[config.mk]
export PLATFORM = sky130hd
export DESIGN_NAME = spi_shift_engine
export DESIGN_NICKNAME = d
export VERILOG_FILES = /design/src/rtl/spi_shift_engine_pkg.sv /design/src/rtl/spi_shift_engine.sv
export SDC_FILE = /design/constraint.sdc
export NUM_CORES = 1
export LEC_CHECK = 0
export CAP_MARGIN = 25
export CORE_UTILIZATION = 35
export CTS_BUF_LIST = sky130_fd_sc_hd__clkbuf_8
export CTS_CLUSTER_SIZE = 25
export DETAILED_ROUTE_END_ITERATION = 10
export PLACE_DENSITY = 0.54
export SLEW_MARGIN = 20
export SYNTH_ARGS = -nofsm -noshare
export SYNTH_HDL_FRONTEND = slang
export SYNTH_SLANG_ARGS = --single-unit
[constraint.sdc]
create_clock -name clk_in -period 25.2 [get_ports clk_in]
set_input_delay 5.04 -clock clk_in [delete_from_list [all_inputs] [get_ports clk_in]]
set_output_delay 5.04 -clock clk_in [all_outputs]
set_load 0.03 [all_outputs]
[src/rtl/spi_shift_engine_pkg.sv]
// Shared constants and types for the SPI shift engine.
// SPI_MAX_CHAR is the largest transfer in bits. SPI_CHAR_LEN_BITS is the
// width of the length field that selects it. A length of 0 encodes
// SPI_MAX_CHAR bits.
package spi_shift_engine_pkg;

  localparam int unsigned SPI_MAX_CHAR      = 128;
  localparam int unsigned SPI_CHAR_LEN_BITS = 7;

  typedef enum logic {
    ST_IDLE  = 1'b0,
    ST_SHIFT = 1'b1
  } shift_state_e;

endpackage

[src/rtl/spi_shift_engine.sv]
// Serial shift engine for the SPI master.
// It launches tx_data on mosi and captures miso into rx_data. Timing comes
// from the clock generator's pos_edge/neg_edge strobes.
//
// Ports:
//   clk_in, rst            clock, asynchronous active-high reset
//   go                     start pulse, honoured only while idle
//   len                    bits per transfer; 0 selects MAX_CHAR
//   lsb                    1 = LSB first, 0 = MSB first
//   tx_negedge/rx_negedge  select the strobe used to launch / capture
//   pos_edge/neg_edge      one-cycle strobes from the clock generator
//   tx_data                parallel word, captured at go
//   miso                   serial input
//   tip                    transfer in progress (generator enable)
//   last                   all bits launched (generator last_clk)
//   mosi                   serial output
//   rx_data                parallel receive word
//   done                   one-cycle pulse at transfer completion
module spi_shift_engine
  import spi_shift_engine_pkg::*;
#(
  parameter int unsigned MAX_CHAR = SPI_MAX_CHAR,
  parameter int unsigned LEN_W    = SPI_CHAR_LEN_BITS
) (
  input  logic                clk_in,
  input  logic                rst,
  input  logic                go,
  input  logic [LEN_W-1:0]    len,
  input  logic                lsb,
  input  logic                tx_negedge,
  input  logic                rx_negedge,
  input  logic                pos_edge,
  input  logic                neg_edge,
  input  logic [MAX_CHAR-1:0] tx_data,
  input  logic                miso,
  output logic                tip,
  output logic                last,
  output logic                mosi,
  output logic [MAX_CHAR-1:0] rx_data,
  output logic                done
);

  // One extra bit so a count of MAX_CHAR is representable.
  localparam int unsigned CNT_W = LEN_W + 1;
  localparam int unsigned IDX_W = LEN_W;

  shift_state_e         state_q, state_d;
  logic [CNT_W-1:0]     n_q, n_d;
  logic [CNT_W-1:0]     tx_cnt_q, tx_cnt_d;
  logic [CNT_W-1:0]     rx_cnt_q, rx_cnt_d;
  logic                 lsb_q, lsb_d;
  logic                 tx_neg_q, tx_neg_d;
  logic                 rx_neg_q, rx_neg_d;
  logic [MAX_CHAR-1:0]  shadow_q, shadow_d;
  logic                 mosi_q, mosi_d;
  logic [MAX_CHAR-1:0]  rx_data_q, rx_data_d;
  logic                 done_q, done_d;

  logic [CNT_W-1:0]     n_dec_c;
  logic [IDX_W-1:0]     first_idx_c;
  logic [IDX_W-1:0]     tx_idx_c;
  logic [IDX_W-1:0]     rx_idx_c;
  logic                 tx_edge_c;
  logic                 rx_edge_c;
  logic                 rx_final_c;

  // Bit count decode, edge selection and bit indices.
  always_comb begin
    n_dec_c     = (len == '0) ? CNT_W'(MAX_CHAR) : CNT_W'(len);
    first_idx_c = lsb ? '0 : IDX_W'(n_dec_c - CNT_W'(1));
    tx_edge_c   = tx_neg_q ? neg_edge : pos_edge;
    rx_edge_c   = rx_neg_q ? neg_edge : pos_edge;
    // tx_cnt counts bits still to launch, so the next index counts from it.
    tx_idx_c    = lsb_q ? IDX_W'(n_q - tx_cnt_q) : IDX_W'(tx_cnt_q - CNT_W'(1));
    rx_idx_c    = lsb_q ? IDX_W'(rx_cnt_q) : IDX_W'(n_q - CNT_W'(1) - rx_cnt_q);
    rx_final_c  = (rx_cnt_q == n_q - CNT_W'(1));
  end

  // Next-state and datapath update.
  always_comb begin
    state_d   = state_q;
    n_d       = n_q;
    tx_cnt_d  = tx_cnt_q;
    rx_cnt_d  = rx_cnt_q;
    lsb_d     = lsb_q;
    tx_neg_d  = tx_neg_q;
    rx_neg_d  = rx_neg_q;
    shadow_d  = shadow_q;
    mosi_d    = mosi_q;
    rx_data_d = rx_data_q;
    done_d    = 1'b0;

    case (state_q)
      ST_IDLE: begin
        if (go) begin
          state_d   = ST_SHIFT;
          n_d       = n_dec_c;
          tx_cnt_d  = n_dec_c - CNT_W'(1);
          rx_cnt_d  = '0;
          lsb_d     = lsb;
          tx_neg_d  = tx_negedge;
          rx_neg_d  = rx_negedge;
          shadow_d  = tx_data;
          mosi_d    = tx_data[first_idx_c];
          rx_data_d = '0;
        end
      end
      ST_SHIFT: begin
        if (tx_edge_c && (tx_cnt_q != '0)) begin
          mosi_d   = shadow_q[tx_idx_c];
          tx_cnt_d = tx_cnt_q - CNT_W'(1);
        end
        // A coincident launch does not affect the bit captured here.
        // miso is taken as it is in this cycle.
        if (rx_edge_c) begin
          rx_data_d[rx_idx_c] = miso;
          rx_cnt_d            = rx_cnt_q + CNT_W'(1);
          if (rx_final_c) begin
            state_d = ST_IDLE;
            done_d  = 1'b1;
          end
        end
      end
      default: state_d = ST_IDLE;
    endcase
  end

  // State and datapath registers.
  always_ff @(posedge clk_in or posedge rst) begin
    if (rst) begin
      state_q   <= ST_IDLE;
      n_q       <= '0;
      tx_cnt_q  <= '0;
      rx_cnt_q  <= '0;
      lsb_q     <= 1'b0;
      tx_neg_q  <= 1'b0;
      rx_neg_q  <= 1'b0;
      shadow_q  <= '0;
      mosi_q    <= 1'b0;
      rx_data_q <= '0;
      done_q    <= 1'b0;
    end else begin
      state_q   <= state_d;
      n_q       <= n_d;
      tx_cnt_q  <= tx_cnt_d;
      rx_cnt_q  <= rx_cnt_d;
      lsb_q     <= lsb_d;
      tx_neg_q  <= tx_neg_d;
      rx_neg_q  <= rx_neg_d;
      shadow_q  <= shadow_d;
      mosi_q    <= mosi_d;
      rx_data_q <= rx_data_d;
      done_q    <= done_d;
    end
  end

  assign tip     = (state_q == ST_SHIFT);
  assign last    = tip && (tx_cnt_q == '0);
  assign mosi    = mosi_q;
  assign rx_data = rx_data_q;
  assign done    = done_q;

endmodule
==> results of run 1 <==
-- routing by layer --
metal  GRT usage  vias to the layer above  part of all wire
met1       0.321                     6760              0.43
met3      0.0487                       99             0.071
met5           0                        -           0.00015
met2       0.394                      548              0.47
li1            -                     6346                 -
met4      0.0867                        2             0.028
-- worst max-delay path: cells and delay by family --
kind | cells | cell delay, ns
buffers and inverters | 3 | 1.67
muxes | 2 | 0.70
adders and majority gates | 1 | 0.92
and+or+nand+nor | 3 | 0.48
AOI/OAI and AO/OA | 2 | 0.42
-- flip-flops by register name, indices dropped and copies added (netlist names) --
register	flops
rx_data	128
shadow_q	128
n_q	8
rx_cnt_q	8
tx_cnt_q	8
done	1
lsb_q	1
mosi	1
rx_neg_q	1
tip	1
tx_neg_q	1
-- worst min path at each step --
stage | start | end | depth (start not counted)
5_1_grt | shadow_q[9] | shadow_q[9] | 2
3_3_place_gp | shadow_q[45] | shadow_q[45] | 2
6_report | shadow_q[48] | shadow_q[48] | 2
2_1_floorplan | shadow_q[101] | shadow_q[101] | 2
4_1_cts | shadow_q[127] | shadow_q[127] | 2
3_5_place_dp | shadow_q[75] | shadow_q[75] | 2
-- metrics by stage --
step | std cells | instance area [sq um] | total power [mW] | setup WS, ns | utilization
global placement | 2444 | 18600 | 2.23 | 15.95 | 0.430
finish | 2551 | 19800 | 2.74 | 16.48 | 0.460
CTS | 2540 | 19700 | 2.74 | 16.61 | 0.457
floorplan | 1676 | 15300 | 1.74 | 12.27 | -
detailed placement | 2450 | 18700 | 2.27 | 15.90 | 0.432
global route | 2550 | 19800 | 2.92 | 16.39 | 0.460
-- logic make-up (layout without fill, tap and decap cells) --
group	Yosys count	in the layout	synth area share
and+or+nand+nor	809	809	0.217
AOI/OAI and AO/OA	270	270	0.131
DFF	286	286	0.467
muxes	131	131	0.120
xor gates and xnor gates	22	22	0.0126
buffers and inverters	140	426	0.0368
adders and majority gates	18	18	0.0157
other	0	4	0
-- cell usage in the layout, fill, tap and decap left out, types with 6 or more instances in the layout --
master           count
a21o_1               8
o221ai_1             8
nand4_1             11
nand2_1            619
a31oi_1              8
o21a_1               6
or3_1               12
dfrtp_1            286
inv_1               41
o211ai_1            36
xor2_1               6
o31ai_1             21
o21ai_0             45
mux4_2              41
nor2b_1              9
a21oi_1             28
mux2_2              16
ha_1                16
buf_4               22
a32o_1              41
a211oi_1            12
nand3_1             19
nand2b_1            10
clkdlybuf4s50_1    275
mux2i_1             73
clkbuf_8            66
nor2_1              76
o22ai_1             13
xnor2_1             15
nor3_1              18
-- area by class of cell --
| class | instances | area [sq um] |
|---|---|---|
| Antenna cell | 4 | 10.0 |
| Clock buffer | 66 | 908 |
| Clock inverter | 24 | 173 |
| Fill cell | 4265 | 23300 |
| Inverter | 30 | 120 |
| Multi-Input combinational cell | 1250 | 7670 |
| Sequential cell | 286 | 7160 |
| Tap cell | 585 | 732 |
| Timing Repair Buffer | 306 | 3070 |
-- cell usage after synthesis (12+ instances only) --
library cell / number / area [sq um]
mux4_2: 41 / 923
nor3_1: 19 / 95.1
ha_1: 16 / 200
a21oi_1: 28 / 140
o21ai_0: 45 / 225
a211oi_1: 12 / 90.1
xnor2_1: 15 / 131
buf_2: 21 / 105
clkbuf_1: 79 / 297
inv_1: 28 / 105
o31ai_1: 21 / 158
mux2_2: 16 / 180
nand3_1: 19 / 95.1
nand2_1: 619 / 2320
or3_1: 12 / 75.1
o22ai_1: 13 / 81.3
o211ai_1: 36 / 270
mux2i_1: 74 / 741
a32o_1: 41 / 410
nor2_1: 76 / 285
dfrtp_1: 286 / 7160
-- power groups by stage --
stage	combinational (mW)	sequential [mW]	clock [mW]
global route	1.65	0.775	0.495
floorplan	0.877	0.864	0
finish	1.52	0.754	0.462
detailed placement	1.51	0.760	0
CTS	1.52	0.753	0.475
global placement	1.48	0.754	0
==> summary.txt, run 1 <==
Mapped cell area: 0.0153 sq mm
Setup TNS: 0 ns
Crit path time final: 8.72 ns
CTS clk-pin slew, worst paths: 0.05 ns
Worst Setup Path Type: input pin to register
Rows: 76
Core area: 0.0432 sq mm
Tot GR Track Use: 0.243
Sw Share: 0.451
Iteration count of the initial detailed-routing pass: 5
Syn_nets: 1838
Initial antenna violation count: 4
Worst reg-to-reg setup slack: 20.73 ns
Total gr overflow: 0
Crit path max fanout: 18
Hold buffer count at CTS: 0
Vias per cell: 5.39
CTS H-tree depth: 2
Arr. time, crit path: 9.23 ns
CTS tree: built
Die H: 211 um
Starting density of the core: 0.355
Share of cells above drive strength 1: 0.0948
First-pass GRT wire length: 82700 um
Ys flop type: dfrtp_1
Antenna-violating nets left: 0
Max-cap viol count: 0
Vias in the first global route: 13824
Slew headroom: 0.316
Worst Tran Pin Value: 1.02 ns
Share of async-settable or async-resettable flops after synthesis: 1.00
Vias: 13755
Crit-path slowest cell: ha_1
Gate power share: 0.556
Drt drc: 0
# setup viols final: 0
Worst hold-check path type: register to register
Critical Path Source Type: input pin
R2R Path End: mosi
Area growth syn-to-layout: 29.4%
Synth cell types: 70
Buffers on Ports: 275
Post-synth EDFFs: 0
Total CTS buffers: 53
Largest net degree at the start of global routing: 176
RSZ-0062 raised after global routing: no
Skew-Pair Late Insertion Delay: 0.66 ns
Seq cells post-synth: 286
Crit path required time: 25.71 ns
Syn Area/Cell: 9.15 sq um
Gp weighted congestion: 0.872
RR Startpoint: tx_cnt_q[0]
Final hold viol count: 0
Layout Nets: 2089
Crit path cell chain: clkdlybuf4s50_1 -> clkinv_1 -> ha_1 -> inv_1 -> mux4_2 -> nand2b_1 -> a311o_1 -> nor3_1 -> nand4_1 -> mux2i_1 -> a211oi_1
DIE AREA: 0.0447 sq mm
Crit path from: len[0]
Yosys warns: 0
Post-DP HPWL: 38200 um
Sequential element share of the synthesized area: 0.467
Die width: 211 um
Static leakage: 9.00 nW
DR WL/cell: 21.1 um
Max incr delay on CP: 0.92 ns
Pint: 1.50 mW
Worst hold slack: 0.469 ns
Setup crit end: mosi
Status: finished, final reports clean
FMAX: 115 MHz
Final wirelength: 53900 um
Final worst-path cycle share: 0.346
Clk root buf: clkbuf_8
Clock power frac: 0.169
Sw Pwr: 1.23 mW
Post-Synthesis Cells: 1676
Flop pwr share: 0.275
Post-cts sizing count: 0
Sink Count: 286
I/O pins: 276
Setup bufs post-CTS: 0
PwrDens: 138 mW/mm^2
Fin Clk Skew: 0.0549 ns
Slew Viols, Final: 0
VDD IR-drop max: 63.5 uV
Crit end category: register
Clock Path Buffers: 3
Iter 0 DRT Violations: 1094
R2r worst-path depth: 12
(Power assumes the default switching activity.)
==> run 2: changes to the inputs <==
--- a/config.mk
+++ b/config.mk
@@ -10,7 +10,7 @@
 export CTS_BUF_LIST = sky130_fd_sc_hd__clkbuf_8
 export CTS_CLUSTER_SIZE = 25
 export DETAILED_ROUTE_END_ITERATION = 10
-export PLACE_DENSITY = 0.54
+export PLACE_DENSITY = 0.56
 export SLEW_MARGIN = 20
 export SYNTH_ARGS = -nofsm -noshare
 export SYNTH_HDL_FRONTEND = slang
==> constraint.sdc (replaced) <==
create_clock -name clk_in -period 7.8 [get_ports clk_in]
set_input_delay 1.56 -clock clk_in [delete_from_list [all_inputs] [get_ports clk_in]]
set_output_delay 1.56 -clock clk_in [all_outputs]
set_load 0.03 [all_outputs]
==> run 2 against run 1 <==
  * Via count is 0.90% lower
  * Core utilization is 0.66 points lower
  * Non-clock buffer count is 8 lower
  * Sequential share of layout area is 0.52 points higher
  * Total power grew to 3.1 times the previous value
  * Largest cell class unchanged
  * Largest power group unchanged
==> summary.txt, run 2 (synthesis gave the netlist of run 1 again) <==
Status: finished, final reports clean (unchanged)
Initial antenna violation count: 1 (was 4)
Sink Count: 286 (unchanged)
Starting density of the core: 0.355 (unchanged)
Setup TNS: 0 ns (unchanged)
Crit path max fanout: 18 (unchanged)
I/O pins: 276 (unchanged)
Tot GR Track Use: 0.238 (was 0.243)
Max incr delay on CP: 0.91 ns (was 0.92 ns)
Vias per cell: 5.38 (was 5.39)
VDD IR-drop max: 265 uV (was 63.5 uV)
PwrDens: 440 mW/mm^2 (was 138 mW/mm^2)
Crit path time final: 5.19 ns
RSZ-0062 raised after global routing: no (unchanged)
Core area: 0.0432 sq mm (unchanged)
Die H: 211 um (unchanged)
Register area: 0.00716 sq mm (unchanged)
Iteration count of the initial detailed-routing pass: 5 (unchanged)
Most frequent cells in the layout: nand2_1 (619), dfrtp_1 (286), clkdlybuf4s50_1 (275), nor2_1 (76), mux2i_1 (73) (unchanged)
Slew Viols, Final: 0 (unchanged)
DIE AREA: 0.0447 sq mm (unchanged)
Worst reg-to-reg setup slack: 3.50 ns (was 20.73 ns)
Drt drc: 0 (unchanged)
Worst hold-check path type: register to register (unchanged)
Global route hottest layer: met2 (unchanged)
Critical Path Source Type: input pin (unchanged)
Rows: 76 (unchanged)
CTS H-tree depth: 2 (unchanged)
Vias in the first global route: 13375 (was 13824)
Hold buffer count at CTS: 0 (unchanged)
# setup viols final: 0 (unchanged)
Arr. time, crit path: 5.71 ns (was 9.23 ns)
CTS tree: built (unchanged)
Final hold viol count: 0 (unchanged)
Setup bufs post-CTS: 0 (unchanged)
Iter 0 DRT Violations: 1022 (was 1094)
Share of cells above drive strength 1: 0.0852 (was 0.0948)
Crit end category: register (unchanged)
Clk root buf: clkbuf_8 (unchanged)
Crit-path slowest cell: ha_1 (unchanged)
Multi-input gate area: 0.00766 sq mm (was 0.00767 sq mm)
Met3 global-route usage: 0.0470 (was 0.0487)
Worst Setup Path Type: input pin to register (unchanged)
CTS clk-pin slew, worst paths: 0.06 ns (was 0.05 ns)
Largest net degree at the start of global routing: 180 (was 176)
FILL cells: 4260 (was 4265)
Total CTS buffers: 52 (was 53)
First-pass GRT wire length: 80600 um (was 82700 um)
Met2 Track Usage GR: 0.380 (was 0.394)
GR Util met1: 0.323 (was 0.321)
Most common cell after layout, fill and taps aside: nand2_1 (unchanged)
Gp weighted congestion: 0.912 (was 0.872)
Die width: 211 um (unchanged)
Pwr Total: 8.61 mW (was 2.74 mW)
Final worst-path cycle share: 0.666
R2r worst-path depth: 13 (was 12)
Post-cts sizing count: 0 (unchanged)
Post-DP HPWL: 37700 um (was 38200 um)
Worst Tran Pin Value: 1.06 ns (was 1.02 ns)
Area growth syn-to-layout: 27.5% (was 29.4%)
Post-place instance area: 0.0186 sq mm (was 0.0187 sq mm)
Layout Nets: 2080 (was 2089)
Final wirelength: 53100 um (was 53900 um)
Fin Clk Skew: 0.0312 ns (was 0.0549 ns)
Static leakage: 8.87 nW (was 9.00 nW)
Total gr overflow: 0 (unchanged)
Crit path cell chain: clkdlybuf4s50_1 -> clkinv_1 -> ha_1 -> inv_1 -> mux4_2 -> nand2b_1 -> a311o_1 -> nor3_1 -> nand4_1 -> mux2i_1 -> a211oi_1 (unchanged)
Slew headroom: 0.291 (was 0.316)
Antenna-violating nets left: 0 (unchanged)
FMAX: 193 MHz
DR WL/cell: 21.0 um (was 21.1 um)
Vias: 13631 (was 13755)
WHS Path Cells: 2 (unchanged)
Fin area: 0.0196 sq mm (was 0.0198 sq mm)
Skew-Pair Late Insertion Delay: 0.65 ns (was 0.66 ns)
Crit path required time: 8.32 ns (was 25.71 ns)
Max-cap viol count: 0 (unchanged)
Buffers on Ports: 275 (unchanged)
Clock Path Buffers: 3 (unchanged)
run 2: changes by cell type in the layout (fill, tap and decap cells not counted), sizes merged:
cell and delta:
buf -8, clkinvlp +1, diode -3, inv +5, bufinv -2, clkbuf -9
run 2: path summary, 6_finish.rpt:
check | startpoint | end
worst min-delay path | shadow_q[14] | shadow_q[14]
min in group asynchronous | rst | rx_data[106]
worst max register to register | n_q[0] | rx_data[123]
worst max-delay path | len[0] | mosi
worst min register to register | shadow_q[14] | shadow_q[14]
max in group asynchronous | rst | shadow_q[98]
run 2: through the flow:
step,utilization,cells,hold slack [ns],setup slack [ns]
after global routing,0.453,2535,0.490,2.36
after floorplan,-,1676,0.440,2.45
after global placement,0.431,2444,0.453,2.07
after detailed placement,0.431,2446,0.457,1.92
final,0.453,2535,0.469,2.61
after CTS,0.452,2531,0.471,2.61
run 2: critical path, delay by kind of cell:
kind | cells | cell delay [ns]
multiplexers | 2 | 0.68
buffers and inverters | 3 | 1.65
AO/OA/AOI/OAI | 2 | 0.42
AND/OR/NAND/NOR | 3 | 0.46
adder cells (fa/ha/maj) | 1 | 0.91
run 2: area by class of cell:
type / count / share of cell area
timing repair buffer: 298 / 0.151
multi-input combinational: 1250 / 0.392
clock buffer: 57 / 0.0401
tap: 585 / 0.0374
antenna: 1 / 0.000128
inverter: 30 / 0.00608
sequential: 286 / 0.366
clock inverter: 28 / 0.00710
run 2: power breakdown:
part / internal (mW) / leakage (nW) / switching, mW
combinational: 1.91 / 4.60 / 2.91
clock: 0.667 / 0.552 / 0.654
sequential: 2.06 / 3.72 / 0.399
run 2: metal layers:
| metal | wire, um | share of wire |
|---|---|---|
| met5 | 0 | 0 |
| met4 | 1500 | 0.028 |
| met3 | 3380 | 0.064 |
| met2 | 24800 | 0.47 |
| met1 | 23400 | 0.44 |
==> run 3: changes to the inputs <==
--- a/config.mk
+++ b/config.mk
@@ -10,7 +10,7 @@
 export CTS_BUF_LIST = sky130_fd_sc_hd__clkbuf_8
 export CTS_CLUSTER_SIZE = 25
 export DETAILED_ROUTE_END_ITERATION = 10
-export PLACE_DENSITY = 0.56
+export PLACE_DENSITY = 0.54
 export SLEW_MARGIN = 20
 export SYNTH_ARGS = -nofsm -noshare
 export SYNTH_HDL_FRONTEND = slang
==> constraint.sdc (replaced) <==
create_clock -name clk_in -period 5.25 [get_ports clk_in]
set_input_delay 1.05 -clock clk_in [delete_from_list [all_inputs] [get_ports clk_in]]
set_output_delay 1.05 -clock clk_in [all_outputs]
set_load 0.03 [all_outputs]
==> run 3 against run 2 <==
  * Total power is 54% higher
  * Non-clock buffer count grew 22
  * Flip-flop and latch count did not move
  * Sequential share of layout area decreased by 0.70 points
  * Combinational power rose by 51%
  * First-iteration DRC count rose by 1.2%
  * Critical path depth rose by 2
  * Setup slack worse by 1.4 ns
  * Core utilization increased by 0.89 points
==> summary.txt, run 3 (synthesis gave the netlist of run 1 again) <==
Status: finished, final reports clean (unchanged)
Clk root buf: clkbuf_8 (unchanged)
Fin area: 0.0199 sq mm (was 0.0196 sq mm)
Pint: 7.29 mW (was 4.64 mW)
Vias: 13812 (was 13631)
Die H: 211 um (unchanged)
Starting density of the core: 0.355 (unchanged)
Crit end category: register (unchanged)
Arr. time, crit path: 4.61 ns (was 5.71 ns)
FILL cells: 4249 (was 4260)
Global route hottest layer: met2 (unchanged)
Share of cells above drive strength 1: 0.103 (was 0.0852)
GR Util met1: 0.328 (was 0.323)
Worst reg-to-reg setup slack: 1.17 ns (was 3.50 ns)
Die width: 211 um (unchanged)
Crit path time final: 4.08 ns
CTS H-tree depth: 2 (unchanged)
Max incr delay on CP: 0.82 ns (was 0.91 ns)
CTS tree: built (unchanged)
Buffers on Ports: 275 (unchanged)
Setup bufs post-CTS: 0 (unchanged)
Crit path required time: 5.78 ns (was 8.32 ns)
Total gr overflow: 0 (unchanged)
Most frequent cells in the layout: nand2_1 (619), dfrtp_1 (286), clkdlybuf4s50_1 (275), nor2_1 (76), mux2i_1 (73) (unchanged)
Most common cell after layout, fill and taps aside: nand2_1 (unchanged)
Area growth syn-to-layout: 30.0% (was 27.5%)
Clock power frac: 0.175 (was 0.153)
Total CTS buffers: 52 (unchanged)
VDD IR-drop max: 281 uV (was 265 uV)
Drt drc: 0 (unchanged)
Final worst-path cycle share: 0.777
Static leakage: 9.07 nW (was 8.87 nW)
Met3 global-route usage: 0.0424 (was 0.0470)
Worst Setup Path Type: register to register (was input pin to register)
Skew-Pair Late Insertion Delay: 0.64 ns (was 0.65 ns)
Vias in the first global route: 13820 (was 13375)
Slew headroom: 0.318 (was 0.291)
DR WL/cell: 21.0 um (about the same)
Setup TNS: 0 ns (unchanged)
Vias per cell: 5.38 (about the same)
Crit path max fanout: 13 (was 18)
Post-DP HPWL: 38900 um (was 37700 um)
Sw Share: 0.449 (was 0.461)
DIE AREA: 0.0447 sq mm (unchanged)
Sink Count: 286 (unchanged)
I/O pins: 276 (unchanged)
CTS clk-pin slew, worst paths: 0.06 ns (about the same)
Post-cts sizing count: 0 (unchanged)
Core Util, Final: 0.462 (was 0.453)
Max-cap viol count: 0 (unchanged)
Crit path cell chain: inv_1 -> ha_1 -> inv_1 -> fa_1 -> a21o_1 -> a21oi_1 -> o21bai_1 -> a21o_1 -> a221oi_2 -> nand4_1 -> nor2_1 -> nand2_1 -> a32o_1 (was clkdlybuf4s50_1 -> clkinv_1 -> ha_1 -> inv_1 -> mux4_2 -> nand2b_1 -> a311o_1 -> nor3_1 -> nand4_1 -> mux2i_1 -> a211oi_1)
Tot GR Track Use: 0.244 (was 0.238)
Gp weighted congestion: 0.886 (was 0.912)
Initial antenna violation count: 4 (was 1)
Final hold viol count: 0 (unchanged)
Gate power share: 0.551 (was 0.561)
Worst hold-check path type: register to register (unchanged)
Clock Path Buffers: 3 (unchanged)
FMAX: 245 MHz
Sw Pwr: 5.93 mW (was 3.97 mW)
PwrDens: 663 mW/mm^2 (was 440 mW/mm^2)
Core area: 0.0432 sq mm (unchanged)
Iteration count of the initial detailed-routing pass: 5 (unchanged)
Critical Path Source Type: register (was input pin)
First-pass GRT wire length: 83100 um (was 80600 um)
Worst Tran Pin Value: 1.02 ns (was 1.06 ns)
Fin Clk Skew: 0.0202 ns (was 0.0312 ns)
# setup viols final: 0 (unchanged)
Iter 0 DRT Violations: 1034 (was 1022)
Post-place instance area: 0.0188 sq mm (was 0.0186 sq mm)
Met2 Track Usage GR: 0.395 (was 0.380)
Layout Nets: 2102 (was 2080)
Worst hold slack: 0.470 ns (was 0.469 ns)
Pwr Total: 13.2 mW (was 8.61 mW)
Rows: 76 (unchanged)
RSZ-0062 raised after global routing: no (unchanged)
Final wirelength: 53800 um (was 53100 um)
Largest net degree at the start of global routing: 120 (was 180)
Slew Viols, Final: 0 (unchanged)
Hold buffer count at CTS: 0 (unchanged)
Crit-path slowest cell: nor2_1 (was ha_1)
Flop pwr share: 0.274 (was 0.286)
Antenna-violating nets left: 0 (unchanged)
run 3: critical path, delay by kind of cell, from the launching register on:
| family | cells | cell delay, ns |
|---|---|---|
| simple gates | 3 | 1.26 |
| compound gates | 6 | 1.40 |
| buf+inv | 2 | 0.17 |
| flops | 1 | 0.43 |
| fa+ha+maj | 2 | 0.72 |
run 3: path summary, 6_finish.rpt:
path | from | to | cells after the start
worst max register to register | n_q[0] | rx_data[35] | 13
worst max-delay path | n_q[0] | rx_data[35] | 13
worst min-delay path | shadow_q[11] | shadow_q[11] | 2
max in group asynchronous | rst | shadow_q[101] | 3
min in group asynchronous | rst | rx_data[122] | 3
worst min register to register | shadow_q[11] | shadow_q[11] | 2
run 3: through the flow:
step	setup slack, ns	std cells
3_3_place_gp	0.861	2470
3_5_place_dp	0.791	2471
4_1_cts	1.20	2565
6_report	1.17	2568
2_1_floorplan	0.409	1676
5_1_grt	0.858	2568
run 3: final cells by class:
type | count | area (sq um) | area share
Clock inverter | 23 | 164 | 0.00822
Tap cell | 585 | 732 | 0.0367
Sequential cell | 286 | 7160 | 0.359
Multi-Input combinational cell | 1250 | 7660 | 0.384
Inverter | 30 | 116 | 0.00584
Clock buffer | 71 | 977 | 0.0490
Antenna cell | 3 | 7.51 | 0.000376
Timing Repair Buffer | 320 | 3130 | 0.157
run 3: routing by layer:
metal | share of wire | up-vias
li1 | - | 6361
met1 | 0.44 | 6834
met2 | 0.47 | 511
met3 | 0.061 | 104
met4 | 0.030 | 2
met5 | 0.00026 | -
run 3: power groups by stage:
stage / combinational, mW / clock (mW) / sequential (mW)
floorplan: 4.21 / 0 / 4.15
global placement: 7.21 / 0 / 3.63
detailed placement: 7.31 / 0 / 3.65
CTS: 7.32 / 2.37 / 3.62
global route: 7.88 / 2.46 / 3.73
finish: 7.28 / 2.31 / 3.62
